--- config.mk ---
export PLATFORM = sky130hd
export DESIGN_NAME = nx_instr_fetch
export DESIGN_NICKNAME = d
export VERILOG_FILES = /design/src/rtl/nx_fetch_pkg.sv /design/src/rtl/nx_fetch_fifo.sv /design/src/rtl/nx_instr_fetch.sv
export SDC_FILE = /design/constraint.sdc
export NUM_CORES = 1
export LEC_CHECK = 0
export CAP_MARGIN = 20
export CORE_MARGIN = 2
export CORE_UTILIZATION = 35
export DETAILED_ROUTE_END_ITERATION = 7
export SLEW_MARGIN = 20
export SYNTH_ARGS = -nofsm -noshare
export SYNTH_HDL_FRONTEND = slang
export SYNTH_SLANG_ARGS = --single-unit
--- constraint.sdc ---
create_clock -name clk_i -period 2.7 [get_ports clk_i]
set_input_delay 0.405 -clock clk_i [delete_from_list [all_inputs] [get_ports clk_i]]
set_output_delay 0.405 -clock clk_i [all_outputs]
set_load 0.01 [all_outputs]
--- src/rtl/nx_fetch_pkg.sv ---
// Shared types for the instruction fetch unit: FSM state encoding and the
// prefetch FIFO entry carried from the store read port to the core.
package nx_fetch_pkg;

  // Widest instruction word the FIFO entry can carry; narrower words are zero-padded.
  localparam int FETCH_DATA_W = 32;

  typedef enum logic [1:0] {
    ST_IDLE  = 2'd0,
    ST_FETCH = 2'd1,
    ST_DRAIN = 2'd2
  } fetch_state_t;

  typedef struct packed {
    logic [FETCH_DATA_W-1:0] data;
    logic                    last;
  } fetch_entry_t;

endpackage

--- src/rtl/nx_fetch_fifo.sv ---
// Prefetch FIFO for nx_instr_fetch: power-of-two depth, pointers wrap naturally,
// occupancy exported so the fetcher can throttle requests before it fills.
module nx_fetch_fifo
  import nx_fetch_pkg::*;
#(
  parameter type entry_t = fetch_entry_t,
  parameter int  DEPTH   = 4,
  localparam int PW      = $clog2(DEPTH),
  localparam int CW      = PW + 1
) (
  input  logic          clk_i,
  input  logic          rst_i,
  input  logic          push_i,
  input  entry_t        wdata_i,
  input  logic          pop_i,
  output entry_t        head_o,
  output logic          empty_o,
  output logic [CW-1:0] count_o
);

  localparam logic [CW-1:0] FULL_C = CW'(DEPTH);

  entry_t        mem_q [DEPTH];
  logic [PW-1:0] wr_ptr_q, wr_ptr_d;
  logic [PW-1:0] rd_ptr_q, rd_ptr_d;
  logic [CW-1:0] count_q, count_d;
  logic          push_ok, pop_ok;

  // A push into a full FIFO is only legal when the head leaves in the same cycle.
  always_comb begin
    pop_ok   = pop_i && (count_q != '0);
    push_ok  = push_i && ((count_q != FULL_C) || pop_ok);
    wr_ptr_d = push_ok ? wr_ptr_q + PW'(1) : wr_ptr_q;
    rd_ptr_d = pop_ok ? rd_ptr_q + PW'(1) : rd_ptr_q;
    count_d  = count_q;
    if (push_ok && !pop_ok) begin
      count_d = count_q + CW'(1);
    end else if (pop_ok && !push_ok) begin
      count_d = count_q - CW'(1);
    end
  end

  always_ff @(posedge clk_i or negedge rst_i) begin
    if (!rst_i) begin
      wr_ptr_q <= '0;
      rd_ptr_q <= '0;
      count_q  <= '0;
    end else begin
      wr_ptr_q <= wr_ptr_d;
      rd_ptr_q <= rd_ptr_d;
      count_q  <= count_d;
    end
  end

  always_ff @(posedge clk_i) begin
    if (push_ok) begin
      mem_q[wr_ptr_q] <= wdata_i;
    end
  end

  assign head_o  = mem_q[rd_ptr_q];
  assign empty_o = (count_q == '0);
  assign count_o = count_q;

endmodule

--- src/rtl/nx_instr_fetch.sv ---
// Instruction fetch unit: streams instructions 0..N-1 from the store through a
// prefetch FIFO to the core. Define NX_INSTR_FETCH_PERF_EN to add stall_count_o.
module nx_instr_fetch
  import nx_fetch_pkg::*;
#(
  parameter int  INSTR_WIDTH = 15,
  parameter int  MAX_INSTRS  = 512,
  parameter int  FIFO_DEPTH  = 4,
  localparam int AW          = $clog2(MAX_INSTRS),
  localparam int CW          = $clog2(FIFO_DEPTH) + 1
) (
  input  logic                   clk_i,
  input  logic                   rst_i,
  input  logic [AW-1:0]          instr_count_i,
  input  logic                   start_i,
  output logic                   idle_o,
  output logic [AW-1:0]          fetch_addr_o,
  output logic                   fetch_rd_o,
  input  logic [INSTR_WIDTH-1:0] fetch_data_i,
  input  logic                   fetch_stall_i,
  output logic [INSTR_WIDTH-1:0] instr_data_o,
  output logic                   instr_last_o,
  output logic                   instr_valid_o,
`ifdef NX_INSTR_FETCH_PERF_EN
  output logic [15:0]            stall_count_o,
`endif
  input  logic                   instr_ready_i
);

  localparam logic [CW-1:0] DEPTH_C = CW'(FIFO_DEPTH);

  fetch_state_t  state_q, state_d;
  logic [AW-1:0] pc_q, pc_d;
  logic [AW-1:0] count_q, count_d;
  logic [AW-1:0] cur_pc, cur_count;
  logic          inflight_q, inflight_d;
  logic          inflight_last_q, inflight_last_d;
  logic          start_ok, issue, accept, at_last, pop;
  logic [CW-1:0] fifo_count;
  logic          fifo_empty;
  fetch_entry_t  fifo_head, fifo_wdata;

  // The first request goes out in the start cycle itself so the first word
  // reaches the core two cycles after start_i.
  always_comb begin
    start_ok  = (state_q == ST_IDLE) && start_i && (instr_count_i != '0);
    cur_pc    = (state_q == ST_FETCH) ? pc_q : '0;
    cur_count = (state_q == ST_IDLE) ? instr_count_i : count_q;
    issue     = start_ok ||
                ((state_q == ST_FETCH) && ((fifo_count + CW'(inflight_q)) < DEPTH_C));
    accept    = issue && !fetch_stall_i;
    at_last   = (cur_pc == cur_count - AW'(1));
    pop       = !fifo_empty && instr_ready_i;
  end

  always_comb begin
    state_d         = state_q;
    pc_d            = pc_q;
    count_d         = count_q;
    inflight_d      = accept;
    inflight_last_d = accept && at_last;
    case (state_q)
      ST_IDLE: begin
        if (start_ok) begin
          count_d = instr_count_i;
          pc_d    = accept ? AW'(1) : '0;
          state_d = (accept && at_last) ? ST_DRAIN : ST_FETCH;
        end
      end
      ST_FETCH: begin
        if (accept) begin
          pc_d = pc_q + AW'(1);
          if (at_last) begin
            state_d = ST_DRAIN;
          end
        end
      end
      ST_DRAIN: begin
        if (pop && fifo_head.last) begin
          state_d = ST_IDLE;
        end
      end
      default: state_d = ST_IDLE;
    endcase
  end

  always_ff @(posedge clk_i or negedge rst_i) begin
    if (!rst_i) begin
      state_q         <= ST_IDLE;
      pc_q            <= '0;
      count_q         <= '0;
      inflight_q      <= 1'b0;
      inflight_last_q <= 1'b0;
    end else begin
      state_q         <= state_d;
      pc_q            <= pc_d;
      count_q         <= count_d;
      inflight_q      <= inflight_d;
      inflight_last_q <= inflight_last_d;
    end
  end

  always_comb begin
    fifo_wdata      = '0;
    fifo_wdata.data = FETCH_DATA_W'(fetch_data_i);
    fifo_wdata.last = inflight_last_q;
  end

  nx_fetch_fifo #(
    .entry_t (fetch_entry_t),
    .DEPTH   (FIFO_DEPTH)
  ) u_fifo (
    .clk_i   (clk_i),
    .rst_i   (rst_i),
    .push_i  (inflight_q),
    .wdata_i (fifo_wdata),
    .pop_i   (pop),
    .head_o  (fifo_head),
    .empty_o (fifo_empty),
    .count_o (fifo_count)
  );

  // Head contents are masked while empty so stale storage never reaches the core.
  assign idle_o        = (state_q == ST_IDLE);
  assign fetch_addr_o  = cur_pc;
  assign fetch_rd_o    = issue && rst_i;
  assign instr_valid_o = !fifo_empty;
  assign instr_data_o  = instr_valid_o ? fifo_head.data[INSTR_WIDTH-1:0] : '0;
  assign instr_last_o  = instr_valid_o && fifo_head.last;

  if (INSTR_WIDTH < FETCH_DATA_W) begin : g_pad_unused
    logic unused_pad;
    assign unused_pad = ^fifo_head.data[FETCH_DATA_W-1:INSTR_WIDTH];
  end

`ifdef NX_INSTR_FETCH_PERF_EN
  logic [15:0] stall_count_q, stall_count_d;

  always_comb begin
    stall_count_d = start_ok ? 16'd0 : stall_count_q;
    if (fetch_rd_o && fetch_stall_i && (stall_count_d != 16'hFFFF)) begin
      stall_count_d = stall_count_d + 16'd1;
    end
  end

  always_ff @(posedge clk_i or negedge rst_i) begin
    if (!rst_i) begin
      stall_count_q <= '0;
    end else begin
      stall_count_q <= stall_count_d;
    end
  end

  assign stall_count_o = stall_count_q;
`endif

endmodule
==> results.json <==
{
  "status": "complete, no violations",
  "grt_pass1_vias": 2795,
  "syn-cell-area_sq_um": 4440,
  "r2r-end": "state_q[1]$_DFFE_PN0P_",
  "cts_buffers": 9,
  "multiInputGateArea_sq_um": 1660,
  "layout-drive-gt1-share": 0.174,
  "diodes": 0,
  "nNetsFinal": 418,
  "synthesis.nets": 354,
  "yosysMostFrequentCell": "edfxtp_1",
  "synth_mux_area_frac": 0.112,
  "path_class": "reg -> out",
  "synthSimpleGateAreaFrac": 0.121,
  "num_io_pins": 57,
  "grt_usage": 0.143,
  "pre_cts_slack_ns": 0.0182,
  "synth_async_sr_flop_share": 0.312,
  "areaGrowthSynthToFinish_pct": 25.0,
  "yosys_warnings": 0,
  "fin_crit_sh": 0.931,
  "wl_um": 9150,
  "synth_seq_cells": 93,
  "ff2ff_setup_slack_ns": 0.26,
  "relSlewSlack": 0.409,
  "synth_adder_area_share": 0.0242,
  "worst_slew_pin_slew_ns": 0.887,
  "synth_compound_area_frac": 0.0829,
  "synth_edf_count": 64,
  "p_sw_frac": 0.333,
  "synth_xor_xnor_area_share": 0.0335,
  "core_area_sq_um": 12500,
  "viasPerCell": 4.99,
  "clkPwrFrac": 0.221,
  "setup_ws_ns": 0.185,
  "ant_nets": 0,
  "rsz0062_at_grt": "false",
  "combPwrFrac": 0.428,
  "ys_seq_area_frac": 0.597,
  "worst_setup_path_start_kind": "flip-flop",
  "fp-row-count": 41,
  "cts_tree": "done",
  "htreeDepth": 3,
  "p_leak_nw": 2.01,
  "hold_path_end": "u_fifo.mem_q[0][0]$_DFFE_PP_",
  "slew_violations": 0,
  "clock_latency_ns": 0.33,
  "drc": 0,
  "ir_drop_mv": 0.414,
  "netlist_instances": 317,
  "cts_sinks": 93,
  "fillers": 1146,
  "fin_tns_setup_ns": 0,
  "p_seq_frac": 0.351,
  "cts.hold.buffers_added": 0,
  "critPathArrivalTime_ns": 2.11,
  "fp.dieH_um": 117,
  "cp_max_fo": 18,
  "min_from": "inflight_last_q$_DFF_PN0_",
  "crit_path_end_kind": "output port",
  "fin_crit_ns": 2.51,
  "reg2reg_from": "state_q[0]$_DFFE_PN0P_",
  "powerDensity_nw_per_um2": 1100,
  "finalPower_w": 0.00612,
  "post_cts_buffers": 0,
  "worstRegToRegCells": 9,
  "max_freq_mhz": 398,
  "avgSynthCellArea_sq_um": 14.0,
  "ys.flop_type": "edfxtp_1",
  "clk_path_buf_depth": 2,
  "p_switching_w": 0.00204,
  "antenna_found_initial": 0,
  "grt_first_pass_wirelength_um": 14700,
  "num_vias": 2785,
  "setup_viol": 0,
  "grt_start_max_net_pins": 30,
  "register_area_sq_um": 2650,
  "initialDrtViolationCount": 196,
  "synth_top_family_by_area": "simple AND/OR/NAND/NOR gates",
  "hp-class": "reg -> reg",
  "synthTopCellsByArea": "edfxtp_1, dfrtp_1, mux4_2",
  "wl_per_cell_um": 16.4,
  "drt-pass1-iter-count": 4,
  "crit_required_ns": 2.30,
  "root_buffer": "clkbuf_16",
  "yosys.area.top_type": "edfxtp_1",
  "port_buffers": 56,
  "gp_congestion": 0.855,
  "synth_top_area_frac": 0.433,
  "finClkSkew_ns": 0.00594,
  "die_area_sq_um": 13600,
  "ys_types": 62,
  "die_w_um": 117,
  "timing_hold_violations_final": 0,
  "grt-ovfl-total": 0,
  "hpwl_um": 6150,
  "min_path_cells": 0,
  "floorplan.initialDensity": 0.355,
  "p_int_w": 0.00408,
  "synth_common_cells": "edfxtp_1, dfrtp_1, and2_1, nor2_1, mux4_2",
  "clk_pin_slew_ns": 0.07,
  "max-cap-violations": 0
}
## logic make-up after synthesis
| logic type | count (synthesis) |
|---|---|
| xor+xnor | 17 |
| buf+inv | 26 |
| fa+ha+maj | 8 |
| simple gates | 96 |
| flops | 93 |
| mux | 28 |
| compound gates | 49 |
## flip-flops by register name, indices dropped and copies added (netlist names)
| name | cells |
|---|---|
| u_fifo.mem_q | 64 |
| inflight_last_q | 1 |
| pc_q | 9 |
| u_fifo.wr_ptr_q | 2 |
| state_q | 2 |
| inflight_q | 1 |
| count_q | 9 |
| u_fifo.count_o | 3 |
| u_fifo.rd_ptr_q | 2 |
## metal layers
metal / share of wire / vias up / global-route usage
met3: 0.027 / 9 / 0.0218
met1: 0.46 / 1416 / 0.198
li1: - / 1319 / -
met5: 0 / - / 0
met4: 0.014 / 0 / 0.0518
met2: 0.50 / 41 / 0.231
## through the flow
step / instances / cell area [sq um] / utilization / hold slack (ns)
after floorplan: 317 / 4440 / - / 0.109
after global placement: 542 / 5220 / 0.417 / 0.483
after detailed placement: 542 / 5220 / 0.417 / 0.503
after CTS: 558 / 5540 / 0.443 / 0.522
after global routing: 558 / 5550 / 0.443 / 0.533
final: 558 / 5550 / 0.443 / 0.505
## worst max path at each step
stage                     slack [ns]                endpoint                           start
after floorplan                 0.18  state_q[1]$_DFFE_PN0P_          state_q[0]$_DFFE_PN0P_
after global placement          0.07  state_q[1]$_DFFE_PN0P_                instr_count_i[0]
after detailed placement        0.02  state_q[1]$_DFFE_PN0P_                instr_count_i[0]
after CTS                       0.15            instr_last_o  u_fifo.rd_ptr_q[0]$_DFFE_PN0P_
after global routing            0.08        instr_data_o[12]   u_fifo.count_o[0]$_DFFE_PN0P_
final                           0.19            instr_last_o  u_fifo.rd_ptr_q[0]$_DFFE_PN0P_
## worst max-delay path, stage by stage (launching register included)
cell and delay [ns]:
dfrtp_1 0.37, buf_12 0.20, mux4_2 0.55, and2_1 0.18
clkdlybuf4s50_1 0.47
## timing repair
item,in CTS,in global routing
pin swaps,0,0
resized for setup,2,1
setup endpoints to repair,17,3
## placed cells by master, fill, tap and decap left out, types with 6 or more instances in the layout
cell             synthesis  routed
a21oi_1                  8       8
and2_1                  24      24
buf_4                    2       9
clkbuf_16                0       9
clkdlybuf4s50_1          0      55
dfrtp_1                 29      28
edfxtp_1                64      64
ha_1                     7       7
inv_1                   13      13
mux2_2                   9       9
mux4_2                  16      16
nand2_1                 11      11
nor2_1                  22      22
nor3_1                   6       6
o21ai_0                  9       9
xnor2_1                 11      11
xor2_1                   6       6
## power by group through the flow
stage                     sequential [W]  combinational, W  clock (W)
after global placement           0.00216           0.00262          0
final                            0.00215           0.00262    0.00135
after detailed placement         0.00217           0.00265          0
after floorplan                  0.00203           0.00177          0
after CTS                        0.00214           0.00265    0.00139
after global routing             0.00219           0.00288    0.00144
## area by class of cell
type | instances | area share
clock buffers | 10 | 0.0413
multi-input cells | 198 | 0.300
inverters | 13 | 0.00880
repair buffers | 66 | 0.117
flip-flops and latches | 93 | 0.478
well taps | 172 | 0.0388
clock inverters | 6 | 0.0169
No activity file was read; power rests on OpenSTA's default activity.
